[config.mk]
export PLATFORM = sky130hd
export DESIGN_NAME = mtimer
export DESIGN_NICKNAME = d
export VERILOG_FILES = /design/src/rtl/mtimer.sv
export SDC_FILE = /design/constraint.sdc
export NUM_CORES = 1
export LEC_CHECK = 0
export ABC_AREA = 0
export ABC_CLOCK_PERIOD_IN_PS = 2080
export CORE_ASPECT_RATIO = 1.2
export CORE_UTILIZATION = 40
export DETAILED_ROUTE_END_ITERATION = 7
export GPL_TIMING_DRIVEN = 1
export PLACE_DENSITY = 0.68
export SLEW_MARGIN = 20
export SYNTH_ARGS = -nofsm -noshare
export SYNTH_HDL_FRONTEND = slang
export SYNTH_SLANG_ARGS = --single-unit
[constraint.sdc]
create_clock -name clk -period 2.08 [get_ports clk]
set_input_delay 0.208 -clock clk [delete_from_list [all_inputs] [get_ports clk]]
set_output_delay 0.208 -clock clk [all_outputs]
set_load 0.03 [all_outputs]
[src/rtl/mtimer.sv]
// mtimer: machine timer peripheral (mtime / mtimecmp / mtip).
// Register map by addr[3:2]: 0 mtime lo, 1 mtime hi, 2 mtimecmp lo, 3 mtimecmp hi.
// Optional build macro MTIMER_SNAPSHOT_EN: a read of mtime lo latches the high word
// into a shadow that later mtime hi reads return, giving a tear-free 64-bit read.
module mtimer #(
    parameter int unsigned ADDR_WIDTH = 4,
    parameter int unsigned TICK_DIV   = 100
) (
    input  logic                  clk,
    input  logic                  rst_n,
    input  logic                  req,
    input  logic                  we,
    input  logic [ADDR_WIDTH-1:0] addr,
    input  logic [31:0]           wr_data,
    input  logic [3:0]            wr_strobe,
    output logic [31:0]           rd_data,
    output logic                  rd_valid,
    output logic [63:0]           time_o,
    output logic                  mtip
);

    localparam int unsigned      PRE_W   = (TICK_DIV > 1) ? $clog2(TICK_DIV) : 1;
    localparam logic [PRE_W-1:0] PRE_MAX = PRE_W'(TICK_DIV - 1);

    // Byte-lane merge of a write word into an existing register word.
    function automatic logic [31:0] merge_bytes(input logic [31:0] old_word,
                                                input logic [31:0] new_word,
                                                input logic [3:0]  strobe);
        logic [31:0] result;
        for (int i = 0; i < 4; i++) begin
            result[i*8 +: 8] = strobe[i] ? new_word[i*8 +: 8] : old_word[i*8 +: 8];
        end
        return result;
    endfunction

    logic [PRE_W-1:0] pre_r;
    logic             tick_s;
    logic [63:0]      mtime_r;
    logic [63:0]      mtime_nxt_s;
    logic [63:0]      mtimecmp_r;
    logic [63:0]      mtimecmp_nxt_s;
    logic [31:0]      rd_data_r;
    logic [31:0]      rd_mux_s;
    logic             rd_valid_r;
    logic             mtip_r;
    logic             wr_s;
    logic             rd_s;
    logic [1:0]       sel_s;
    logic             wr_mtime_s;
    logic             unused_addr_s;

    assign wr_s          = req & we;
    assign rd_s          = req & ~we;
    assign sel_s         = addr[3:2];
    assign wr_mtime_s    = wr_s & (sel_s[1] == 1'b0);
    assign tick_s        = (pre_r == PRE_MAX);
    assign unused_addr_s = ^addr[1:0];

`ifdef MTIMER_SNAPSHOT_EN
    logic [31:0] shadow_r;

    // Shadow of the high word: latched on lo reads, refreshed by any mtime write.
    always_ff @(posedge clk or negedge rst_n) begin
        if (!rst_n) begin
            shadow_r <= 32'd0;
        end else if (wr_mtime_s) begin
            shadow_r <= mtime_nxt_s[63:32];
        end else if (rd_s && (sel_s == 2'd0)) begin
            shadow_r <= mtime_r[63:32];
        end else begin
            shadow_r <= shadow_r;
        end
    end
`endif

    // Prescaler: counts 0..TICK_DIV-1, wrapping in the tick cycle.
    always_ff @(posedge clk or negedge rst_n) begin
        if (!rst_n) begin
            pre_r <= {PRE_W{1'b0}};
        end else if (tick_s) begin
            pre_r <= {PRE_W{1'b0}};
        end else begin
            pre_r <= pre_r + {{(PRE_W-1){1'b0}}, 1'b1};
        end
    end

    // Next mtime: a write to either half wins and suppresses the whole increment.
    always_comb begin
        mtime_nxt_s = mtime_r;
        if (wr_s && (sel_s == 2'd0)) begin
            mtime_nxt_s[31:0] = merge_bytes(mtime_r[31:0], wr_data, wr_strobe);
        end else if (wr_s && (sel_s == 2'd1)) begin
            mtime_nxt_s[63:32] = merge_bytes(mtime_r[63:32], wr_data, wr_strobe);
        end else if (tick_s) begin
            mtime_nxt_s = mtime_r + 64'd1;
        end else begin
            mtime_nxt_s = mtime_r;
        end
    end

    // Next mtimecmp: byte-enabled writes to either half.
    always_comb begin
        mtimecmp_nxt_s = mtimecmp_r;
        if (wr_s && (sel_s == 2'd2)) begin
            mtimecmp_nxt_s[31:0] = merge_bytes(mtimecmp_r[31:0], wr_data, wr_strobe);
        end else if (wr_s && (sel_s == 2'd3)) begin
            mtimecmp_nxt_s[63:32] = merge_bytes(mtimecmp_r[63:32], wr_data, wr_strobe);
        end else begin
            mtimecmp_nxt_s = mtimecmp_r;
        end
    end

    // Read mux over pre-edge register values.
    always_comb begin
        rd_mux_s = 32'd0;
        case (sel_s)
            2'd0:    rd_mux_s = mtime_r[31:0];
`ifdef MTIMER_SNAPSHOT_EN
            2'd1:    rd_mux_s = shadow_r;
`else
            2'd1:    rd_mux_s = mtime_r[63:32];
`endif
            2'd2:    rd_mux_s = mtimecmp_r[31:0];
            2'd3:    rd_mux_s = mtimecmp_r[63:32];
            default: rd_mux_s = 32'd0;
        endcase
    end

    // Timer state registers.
    always_ff @(posedge clk or negedge rst_n) begin
        if (!rst_n) begin
            mtime_r    <= 64'd0;
            mtimecmp_r <= 64'hFFFF_FFFF_FFFF_FFFF;
        end else begin
            mtime_r    <= mtime_nxt_s;
            mtimecmp_r <= mtimecmp_nxt_s;
        end
    end

    // Registered read response; data holds between reads.
    always_ff @(posedge clk or negedge rst_n) begin
        if (!rst_n) begin
            rd_data_r  <= 32'd0;
            rd_valid_r <= 1'b0;
        end else if (rd_s) begin
            rd_data_r  <= rd_mux_s;
            rd_valid_r <= 1'b1;
        end else begin
            rd_data_r  <= rd_data_r;
            rd_valid_r <= 1'b0;
        end
    end

    // Interrupt pending: registered unsigned compare of current register values.
    always_ff @(posedge clk or negedge rst_n) begin
        if (!rst_n) begin
            mtip_r <= 1'b0;
        end else begin
            mtip_r <= (mtime_r >= mtimecmp_r);
        end
    end

    assign rd_data  = rd_data_r;
    assign rd_valid = rd_valid_r;
    assign mtip     = mtip_r;
    assign time_o   = mtime_r;

endmodule

# Word level (Yosys, flattened, before mapping)
# Index checks and enable logic that the tools add are counted.
[op_classes]
add_sub_neg = 2
n_lt_le_gt_ge = 1
eq_ne = 13
n_mux = 11
bitwise_logic = 5
reduce_logical = 23
[op_table]
columns = ["op", "count"]
rows = [
  ["32-bit case mux with 4 select lines", 1],
  ["32-bit two-way mux", 3],
  ["64-bit by 1-bit adder with 64-bit output, second input constant", 1],
  ["64-bit >= comparator", 1],
  ["64-bit two-way mux", 1],
  ["3-bit AND reduction", 12],
  ["8-bit two-way mux", 4],
  ["2-bit != test, second input constant", 9],
  ["2-bit AND reduction", 4],
  ["7-bit by 1-bit adder with 7-bit output, second input constant", 1],
  ["7-bit equality test, second input constant", 1],
  ["7-bit two-way mux", 1],
  ["2-bit equality test, second input constant", 2],
  ["1-bit logical AND", 4],
  ["2-bit nonzero test", 2],
  ["1-bit inverter", 3],
  ["1-bit bitwise AND", 2],
  ["2-bit by 1-bit equality test with 1-bit output, second input constant", 1],
  ["2-bit logical NOT", 1],
  ["1-bit two-way mux", 1],
]
[totals]
ff_bits = 169
input_bits = 44
output_inout_bits = 98
elab_cells = 75

# Depth between registers and ports, before layout
# Gate-level depths: netlist (run 1).
[logic_depth]
ltp_word = 4
depth_mapped = 10
ltp_nobuf = 8

# Least setup slack after synthesis (run 1)
# OpenSTA, ideal clock, no wires.
[synth_path]
path_kind = "flip-flop to flip-flop"
start = "reg mtime_r[28], in the netlist time_o[28]"
end = "reg mtime_r[59], in the netlist time_o[59]"
arrival_time_ns = 2.429
required_time_ns = 1.958
slack_ns = -0.471
stages_incl_launch_ff = 8
n_path_buf = 1
period_less_slack_ns = 2.551
cell_sequence = "dfrtp_1 -> nand3_1 -> or4_1 -> buf_2 -> or3_1 -> nor4_1 -> a31oi_1 -> a2bb2oi_1"
[synth_between]
elab_chain_cells = 3
[synth_rtl]
columns = ["item", "line_no", "source"]
rows = [
  ["start: declaration", "38", "logic [63:0] mtime_r;"],
  ["start signal: assignment", "135", "mtime_r <= mtime_nxt_s;"],
  ["64-bit by 1-bit adder with 64-bit output", "95", "mtime_nxt_s = mtime_r + 64'd1;"],
  ["64-bit two-way mux", "94", "end else if (tick_s) begin"],
  ["32-bit two-way mux", "92", "end else if (wr_s && (sel_s == 2'd1)) begin"],
]
# Every way passes these cells. The select of a mux whose other input is x is not followed.
# A chain may end at the register's enable or synchronous reset.

# Worst setup path after layout (run 1)
[layout_path]
start = "reg mtimecmp_r[1]"
end = "reg mtip_r, in the netlist mtip"
[layout_between]
elab_chain_cells = 1
[layout_rtl]
columns = ["item", "line_no", "source"]
rows = [
  ["start: declaration", "40", "logic [63:0] mtimecmp_r;"],
  ["start signal: assignment", "136", "mtimecmp_r <= mtimecmp_nxt_s;"],
  ["64-bit >= comparator", "159", "mtip_r <= (mtime_r >= mtimecmp_r);"],
  ["end signal: assignment", "159", ""],
  ["end: declaration", "45", "logic mtip_r;"],
]
# Every way passes these cells.

==> impl_metrics.env, run 1 <==
export IMPL_cts_tree="built"
export IMPL_cp_required_ps=2410
export IMPL_status="finished with violations"
export IMPL_worst_pin_slew_ps=566
export IMPL_syn_area_per_cell_um2=10.0
export IMPL_cap_violations=0
export IMPL_synth_distinct_cells=64
export IMPL_multiInputGateArea_mm2=0.00646
export IMPL_start_kind="flop"
export IMPL_via_per_inst=5.84
export IMPL_core_area_mm2=0.0264
export IMPL_synth_area_leaders="dfrtp_1 24%, dfstp_2 16%, mux2_2 10%, ha_1 7.7%, mux4_2 6.5%"
export IMPL_cp_top_family="compound AO/OA/AOI/OAI gates"
export IMPL_vdd_drop_max_v=0.000575
export IMPL_io_buffers=139
export IMPL_power_leakage_nw=6.67
export IMPL_yosysTopAreaCellShare_pct=24.4
export IMPL_die_height_um=182
export IMPL_nets=1544
export IMPL_h_tree_depth=4
export IMPL_crit_path_max_fanout=2
export IMPL_antennaDiodeCount=0
export IMPL_setup_ws_ps=-104
export IMPL_area_growth_pct=44.4
export IMPL_clockBufferDepth=2
export IMPL_critPathSlowestCell="dfstp_2"
export IMPL_crit_chain="inv_2 -> ha_4 -> nor2b_4 -> o211ai_1 -> a21oi_1 -> o311a_1 -> o41ai_2 -> nand2_1"
export IMPL_hold_path_class="in -> async"
export IMPL_syn_inst=1074
export IMPL_rsz0062_at_grt="yes"
export IMPL_drt_iter0_markers=812
export IMPL_grt_max_degree=57
export IMPL_dp_hpwl_um=27700
export IMPL_root_buffer="clkbuf_16"
export IMPL_routed_wl_um=36700
export IMPL_remaining_drc_errors=0
export IMPL_fmax_ghz=0.458
export IMPL_dr_pass1_iters=5
export IMPL_setup_viol=7
export IMPL_antenna_found_initial=1
export IMPL_worst_path_buf_inv=1
export IMPL_numCtsBuffers=17
export IMPL_syn_nets=1184
export IMPL_syn_cell_area_mm2=0.0107
export IMPL_max_stage_delay_ps=550
export IMPL_avgRoutedWirePerCell_um=20.6
export IMPL_yosysTopAreaCell="dfrtp_1"
export IMPL_synth_edff_count=0
export IMPL_grt_pass1_vias=10600
export IMPL_fin_crit_sh_pct=105
export IMPL_p_per_area_mw_per_mm2=797
export IMPL_skew_ps=14.6
export IMPL_cp_end_kind="flop"
export IMPL_dieArea_mm2=0.0275
export IMPL_finalHoldViolCount=0
export IMPL_layout_min_cycle_time_ps=2180
export IMPL_synthTopCellsByCount="105 x dfrtp_1, 97 x a21oi_1, 96 x mux2_2"
export IMPL_clk_pin_slew_ps=70
export IMPL_arrival_ps=2510
export IMPL_yosysMostFrequentCell="dfrtp_1"
export IMPL_synthArstFlopShare_pct=100
export IMPL_fillCellCount=2238
export IMPL_start_util_pct=40.8
export IMPL_gp_congestion=0.952
export IMPL_yosysSeqAreaShare_pct=40.1
export IMPL_final_setup_tns_ps=-255
export IMPL_fin_hold_ws_ps=228
export IMPL_yosys_warnings=0
export IMPL_slew_headroom_pct=62.1
export IMPL_drtAntennaViolNets=0
export IMPL_rows=65
export IMPL_clock_latency_ps=450
export IMPL_vias=10400
export IMPL_violations="setup timing"
export IMPL_ys_flop_type="dfrtp_1"
export IMPL_die_w_um=152
export IMPL_regArea_mm2=0.00435
export IMPL_grt_pass1_wl_um=57800
export IMPL_pin_count=142
export IMPL_drive_gt1_share_pct=40.8
export IMPL_report_final_slew_viol_count=0
export IMPL_grt_overflow_total=0
export IMPL_synth_seq_cells=169
export IMPL_track_usage_pct=27.6
export IMPL_critPathKind="reg -> reg"
export IMPL_cts_sinks=169
metrics by stage:
step / setup WS, ps / power (W) / std cells / instance area (µm²) / util, %
finish: -104 / 0.0124 / 1782 / 15500 / 58.9
global route: -163 / 0.0130 / 1782 / 15500 / 58.9
CTS: -33.4 / 0.0123 / 1773 / 15200 / 57.9
detailed placement: -336 / 0.00887 / 1727 / 14300 / 54.2
global placement: -313 / 0.00873 / 1727 / 14300 / 54.2
floorplan: -285 / 0.00682 / 1074 / 10900 / -
registers in the layout (all words and copies together) (netlist names):
signal,cells
mtimecmp_r,64
time_o,64
rd_valid,1
pre_r,7
rd_data,32
mtip,1
per-layer routing:
| layer | wire (µm) | vias to the layer above | global-route usage, % |
|---|---|---|---|
| met5 | 0 | - | 0 |
| met4 | 1320 | 0 | 13.6 |
| met3 | 1820 | 93 | 3.99 |
| met2 | 18700 | 379 | 46.1 |
| met1 | 14900 | 5177 | 34.4 |
| li1 | - | 4759 | - |
logic make-up (layout without fill, tap and decap cells):
logic type,count (synthesis),in the layout,synth area share [%]
buf+inv,122,495,4.34
mux,128,128,16.8
fa+ha+maj,66,66,7.68
flops,169,169,40.1
simple gates,328,328,15.5
compound gates,258,258,15.3
xor+xnor,3,3,0.244
worst paths after layout:
| kind | slack, ps | endpoint | cells past startpoint | from |
|---|---|---|---|---|
| setup / recovery | -100 | mtip$_DFF_PN0_ | 8 | mtimecmp_r[1]$_DFFE_PN1P_ |
| hold / removal | 230 | rd_data[16]$_DFFE_PN0P_ | 2 | rst_n |
| setup reg to reg | -100 | mtip$_DFF_PN0_ | 8 | mtimecmp_r[1]$_DFFE_PN1P_ |
| hold reg to reg | 510 | rd_data[18]$_DFFE_PN0P_ | 1 | rd_data[18]$_DFFE_PN0P_ |
| max in group asynchronous | 1110 | mtimecmp_r[1]$_DFFE_PN1P_ | 3 | rst_n |
| min in group clk | 500 | time_o[1]$_DFFE_PN0P_ | 3 | wr_data[1] |
power by group:
part	internal (W)	switching [W]	total, W
Clock	0.00176	0.00150	0.00326
Combinational	0.00228	0.00231	0.00459
Sequential	0.00411	0.000418	0.00452
cells in the final DEF (no fill, tap or decap), drive strengths merged, types with 13 or more instances in the layout:
master | synthesis | final
a21o | 13 | 13
a21oi | 98 | 98
a31oi | 14 | 14
and3 | 21 | 21
buf | 14 | 253
clkbuf | 36 | 21
clkdlybuf4s50 | 0 | 135
dfrtp | 105 | 105
dfstp | 64 | 64
ha | 66 | 66
inv | 72 | 80
mux2 | 96 | 96
mux4 | 32 | 32
nand2 | 95 | 95
nand3 | 50 | 50
nand4 | 33 | 33
nor2 | 61 | 61
nor3 | 16 | 16
o21ai | 38 | 38
o22a | 24 | 24
o22ai | 13 | 13
cell type report:
| class | instances | share of cell area (%) |
|---|---|---|
| clock buffer | 20 | 2.94 |
| clock inverter | 12 | 0.830 |
| inverter | 72 | 1.74 |
| multi-input combinational | 783 | 41.6 |
| sequential | 169 | 28.0 |
| tap | 335 | 2.70 |
| timing repair buffer | 391 | 22.1 |
repair_timing:
action | in CTS | in global routing
resized for setup | 52 | 40
endpoints found under the hold margin | 31 | 0
gates cloned | 0 | 1
hold buffers | 1 | 0
pin swaps | 28 | 19
buffers inserted | 13 | 9
setup endpoints to repair | 26 | 30
No activity file was read; power rests on OpenSTA's default activity.
==> run 2: changes to the inputs <==
--- a/config.mk
+++ b/config.mk
@@ -10,7 +10,9 @@
 export CORE_ASPECT_RATIO = 1.2
 export CORE_UTILIZATION = 40
 export DETAILED_ROUTE_END_ITERATION = 7
+export GPL_ROUTABILITY_DRIVEN = 0
 export GPL_TIMING_DRIVEN = 1
+export HOLD_SLACK_MARGIN = 0.1
 export PLACE_DENSITY = 0.68
 export SLEW_MARGIN = 20
 export SYNTH_ARGS = -nofsm -noshare
==> constraint.sdc (replaced) <==
create_clock -name clk -period 2.08 [get_ports clk]
set_input_delay 0.208 -clock clk [delete_from_list [all_inputs] [get_ports clk]]
set_output_delay 0.208 -clock clk [all_outputs]
set_load 0.01 [all_outputs]
==> impl_metrics.env, run 2 (same netlist as run 1, synthesis figures left out) <==
export IMPL_status="finished with violations"
export IMPL_violations="setup timing"
export IMPL_avgRoutedWirePerCell_um=20.4
export IMPL_hold_path_class="in -> async"
export IMPL_vias=10400
export IMPL_cp_end_kind="flop"
export IMPL_power_leakage_nw=6.65
export IMPL_antenna_found_initial=0
export IMPL_critPathKind="reg -> reg"
export IMPL_dp_cells=1726
export IMPL_die_height_um=182
export IMPL_switching_power_w=0.00379
export IMPL_power_switching_share_pct=31.0
export IMPL_area_growth_pct=44.1
export IMPL_final_cell_mix="235 x buf_4, 136 x clkdlybuf4s50_1, 96 x mux2_2"
export IMPL_layout_commonest_cell="buf_4"
export IMPL_cp_required_ps=2460
export IMPL_clockPowerShare_pct=29.6
export IMPL_place_ws_ps=-330
export IMPL_rows=65
export IMPL_cts_tree="built"
export IMPL_remaining_drc_errors=0
export IMPL_arrival_ps=2550
export IMPL_r2r_start="mtimecmp_r[26]$_DFFE_PN1P_"
export IMPL_setup_ws_ps=-82.5
export IMPL_r2r_setup_slack_ps=-80
export IMPL_drive_gt1_share_pct=39.6
export IMPL_p_int_w=0.00844
export IMPL_h_tree_depth=4
export IMPL_nets=1543
export IMPL_cap_violations=0
export IMPL_die_w_um=152
export IMPL_r2r_worst_path_cells=9
export IMPL_slew_headroom_pct=59.0
export IMPL_grt_max_degree=53
export IMPL_skew_ps=8.35
export IMPL_worst_pin_slew_ps=613
export IMPL_start_kind="flop"
export IMPL_grt_pass1_wl_um=56000
export IMPL_final_cells=1781
export IMPL_fmax_ghz=0.462
export IMPL_rsz0062_at_grt="yes"
export IMPL_fin_crit_sh_pct=104
export IMPL_grt_pass1_vias=10400
export IMPL_setup_viol=4
export IMPL_antennaDiodeCount=0
export IMPL_dieArea_mm2=0.0275
export IMPL_seq_power_share_pct=36.8
export IMPL_track_usage_pct=26.7
export IMPL_drt_iter0_markers=659
export IMPL_io_buffers=139
export IMPL_report_final_slew_viol_count=0
export IMPL_grt_overflow_total=0
export IMPL_dr_pass1_iters=6
export IMPL_fillCellCount=2213
export IMPL_clk_pin_slew_ps=70
export IMPL_cts_sinks=169
export IMPL_start_util_pct=40.8
export IMPL_vdd_drop_max_v=0.000571
export IMPL_finalHoldViolCount=0
export IMPL_clock_latency_ps=440
export IMPL_via_per_inst=5.84
export IMPL_crit_path_max_fanout=3
export IMPL_numCtsBuffers=17
export IMPL_combPwrFrac_pct=33.6
export IMPL_clockBufferDepth=2
export IMPL_p_per_area_mw_per_mm2=790
export IMPL_pin_count=142
export IMPL_r2r_end="mtip$_DFF_PN0_"
export IMPL_root_buffer="clkbuf_16"
export IMPL_drtAntennaViolNets=0
export IMPL_routed_wl_um=36300
export IMPL_dp_hpwl_um=27300
export IMPL_layout_min_cycle_time_ps=2160
export IMPL_core_area_mm2=0.0264
==> run 2: cell types whose count changed in the layout (fill, tap and decap cells not counted), moves of 3 or more <==
cell | before | now
nor4_4 | 3 | 6
ha_4 | 11 | 6
bufinv_16 | 1 | 4
inv_6 | 7 | 4
nor3_2 | 2 | 7
dfrtp_2 | 33 | 21
inv_8 | 1 | 5
ha_1 | 54 | 58
nor3_1 | 11 | 8
dfrtp_1 | 72 | 84
==> run 2: final cells by class <==
cell class	count	area [µm²]	share of cell area, %
tap	335	419	2.71
inverter	72	270	1.75
multi-input combinational	783	6400	41.4
sequential	169	4340	28.0
clock buffer	17	425	2.75
clock inverter	15	228	1.47
timing repair buffer	390	3400	22.0
==> run 2: metal layers <==
metal	wire [µm]	vias up	track usage (%)
li1	-	4758	-
met1	14900	5165	34.0
met2	18300	409	44.8
met3	1820	74	3.04
met4	1220	0	12.5
met5	0	-	0
==> run 2: critical path, cell delays in order (launching register included) <==
cell	delay (ps)
dfstp_2	530
inv_1	70
ha_4	260
nand4_1	180
buf_4	210
nor4_4	280
buf_4	190
o41a_1	220
o41ai_2	90
nand2_1	70
==> run 2: power by group through the flow <==
stage               clock network [W]  logic (W)  registers, W
finish                        0.00362    0.00411       0.00451
global route                  0.00378    0.00446       0.00460
detailed placement                  0    0.00384       0.00456
floorplan                           0    0.00166       0.00470
CTS                           0.00367    0.00395       0.00451
global placement                    0    0.00372       0.00454
==> run 2: repair_timing <==
action / CTS / global route
setup endpoints to repair: 29 / 34
gates resized for setup: 28 / 46
pin swaps: 12 / 18
hold buffers: 1 / 0
hold endpoints to repair: 121 / 0
setup buffers: 9 / 13
==> run 2: worst max path at each step <==
stage	end	startpoint
final	mtip$_DFF_PN0_	mtimecmp_r[26]$_DFFE_PN1P_
after global routing	mtip$_DFF_PN0_	mtimecmp_r[57]$_DFFE_PN1P_
after CTS	mtip$_DFF_PN0_	mtimecmp_r[25]$_DFFE_PN1P_
after detailed placement	time_o[36]$_DFFE_PN0P_	we
after global placement	time_o[36]$_DFFE_PN0P_	we
after floorplan	time_o[50]$_DFFE_PN0P_	time_o[9]$_DFFE_PN0P_
==> run 2: stage by stage <==
step                util [%]  cell area (µm²)  hold slack (ps)  total power, W  setup TNS (ps)
floorplan                  -            10900            -87.6         0.00636           -1970
finish                  58.8            15500              236          0.0122            -164
global route            58.8            15500              271          0.0128            -675
CTS                     57.5            15100              244          0.0121            -184
global placement        54.2            14300              134         0.00826          -25030
detailed placement      54.2            14300              135         0.00840          -25440
==> run 3: changes to the inputs <==
--- a/config.mk
+++ b/config.mk
@@ -13,7 +13,6 @@
 export GPL_ROUTABILITY_DRIVEN = 0
 export GPL_TIMING_DRIVEN = 1
 export HOLD_SLACK_MARGIN = 0.1
-export PLACE_DENSITY = 0.68
 export SLEW_MARGIN = 20
 export SYNTH_ARGS = -nofsm -noshare
 export SYNTH_HDL_FRONTEND = slang
==> impl_metrics.env, run 3 (same netlist as run 1, synthesis figures left out) <==
export IMPL_dp_hpwl_um=27500
export IMPL_cp_end_kind="flop"
export IMPL_power_total_w=0.0121
export IMPL_hold_path_class="in -> async"
export IMPL_dieArea_mm2=0.0275
export IMPL_start_kind="flop"
export IMPL_nets=1561
export IMPL_power_leakage_nw=6.72
export IMPL_start_util_pct=40.8
export IMPL_crit_chain="and2_1 -> nand4_1 -> or4_4 -> nor4_4 -> buf_4 -> a31oi_1 -> o22a_1"
export IMPL_cap_violations=0
export IMPL_status="finished with violations"
export IMPL_layout_min_cycle_time_ps=2160
export IMPL_violations="setup timing"
export IMPL_setup_viol=5
export IMPL_r2r_worst_path_cells=7
export IMPL_drt_iter0_markers=715
export IMPL_area_growth_pct=46.0
export IMPL_slew_headroom_pct=57.8
export IMPL_grt_met3_usage_pct=4.95
export IMPL_grt_pass1_wl_um=56400
export IMPL_fmax_ghz=0.464
export IMPL_cp_top_family="simple AND/OR/NAND/NOR gates"
export IMPL_remaining_drc_errors=0
export IMPL_fin_area_mm2=0.0157
export IMPL_track_usage_pct=27.2
export IMPL_root_buffer="clkbuf_16"
export IMPL_clockBufferDepth=2
export IMPL_place_area_mm2=0.0143
export IMPL_vias=10300
export IMPL_skew_ps=11.9
export IMPL_layout_commonest_cell="buf_4"
export IMPL_place_ws_ps=-307
export IMPL_critPathSlowestCell="or4_4"
export IMPL_finalHoldViolCount=0
export IMPL_clock_latency_ps=450
export IMPL_max_stage_delay_ps=490
export IMPL_die_w_um=152
export IMPL_cts_tree="built"
export IMPL_h_tree_depth=4
export IMPL_worst_pin_slew_ps=631
export IMPL_routed_wl_um=36400
export IMPL_dr_pass1_iters=7
export IMPL_core_area_mm2=0.0264
export IMPL_critPathKind="reg -> reg"
export IMPL_antenna_found_initial=0
export IMPL_antennaDiodeCount=0
export IMPL_numCtsBuffers=17
export IMPL_arrival_ps=2500
export IMPL_cts_sinks=169
export IMPL_drive_gt1_share_pct=41.2
export IMPL_setup_ws_ps=-77.1
export IMPL_pin_count=142
export IMPL_grt_busiest_layer="met2"
export IMPL_clk_pin_slew_ps=70
export IMPL_met2_usage_pct=45.3
export IMPL_drtAntennaViolNets=0
export IMPL_worst_path_buf_inv=1
export IMPL_report_final_slew_viol_count=0
export IMPL_via_per_inst=5.74
export IMPL_grt_overflow_total=0
export IMPL_crit_path_max_fanout=5
export IMPL_grt_max_degree=55
export IMPL_vdd_drop_max_v=0.000534
export IMPL_p_per_area_mw_per_mm2=774
export IMPL_final_cell_mix="250 x buf_4, 136 x clkdlybuf4s50_1, 96 x mux2_2"
export IMPL_avgRoutedWirePerCell_um=20.2
export IMPL_rsz0062_at_grt="yes"
export IMPL_fin_crit_sh_pct=104
export IMPL_io_buffers=139
export IMPL_use_met1_pct=34.5
export IMPL_cp_required_ps=2420
export IMPL_die_height_um=182
export IMPL_rows=65
export IMPL_grt_pass1_vias=10200
export IMPL_cp_num_cells=7
run 3: changes by cell type in the layout (fill, tap and decap cells not counted), moves of 3 or more:
cell	before	now
a21oi_1	92	85
inv_6	4	0
a21oi_2	5	12
a211oi_1	7	4
nor4_2	1	4
a211oi_2	2	5
buf_4	235	250
inv_8	5	0
clkbuf_16	17	21
dfrtp_1	84	79
clkbuf_1	0	3
dfrtp_2	21	26
run 3: per-stage QoR:
step	instances	hold slack, ps	TNS, ps	utilization, %
after floorplan	1074	-87.6	-1970	-
after global placement	1733	98.0	-25660	54.4
after detailed placement	1733	99.3	-26420	54.4
after CTS	1784	191	-105	58.2
after global routing	1799	225	-602	59.5
final	1799	201	-299	59.5
run 3: metal layers:
metal,wire [µm],up-vias
met5,0,-
met4,1270,0
met3,1920,72
met2,18200,344
met1,15000,5111
li1,-,4793
run 3: timing repair:
item	in CTS	in global routing
hold buffers	1	0
setup buffers	18	13
resized for setup	41	51
setup endpoints to repair	34	49
endpoints found under the hold margin	108	0
cloned	0	2
pin swaps	25	29
run 3: worst paths after layout:
kind / from / to / slack [ps]
setup / recovery: time_o[23]$_DFFE_PN0P_ / time_o[54]$_DFFE_PN0P_ / -80
hold / removal: rst_n / rd_valid$_DFF_PN0_ / 200
setup reg to reg: time_o[23]$_DFFE_PN0P_ / time_o[54]$_DFFE_PN0P_ / -80
hold reg to reg: rd_data[21]$_DFFE_PN0P_ / rd_data[21]$_DFFE_PN0P_ / 510
max in group asynchronous: rst_n / mtimecmp_r[33]$_DFFE_PN1P_ / 1140
min in group clk: rd_data[21]$_DFFE_PN0P_ / rd_data[21]$_DFFE_PN0P_ / 510
run 3: cell type report:
cell class	instances	area, µm²
clock buffer	25	551
fill	2268	10700
tap	335	419
sequential	169	4340
inverter	72	270
timing repair buffer	408	3560
clock inverter	7	100
multi-input combinational	783	6450
run 3: power breakdown:
group          total, W  switching [W]  internal (W)  leakage (nW)
Combinational   0.00413        0.00184       0.00229          4.51
Sequential      0.00452       0.000411       0.00410          1.90
Clock           0.00350        0.00140       0.00210         0.306
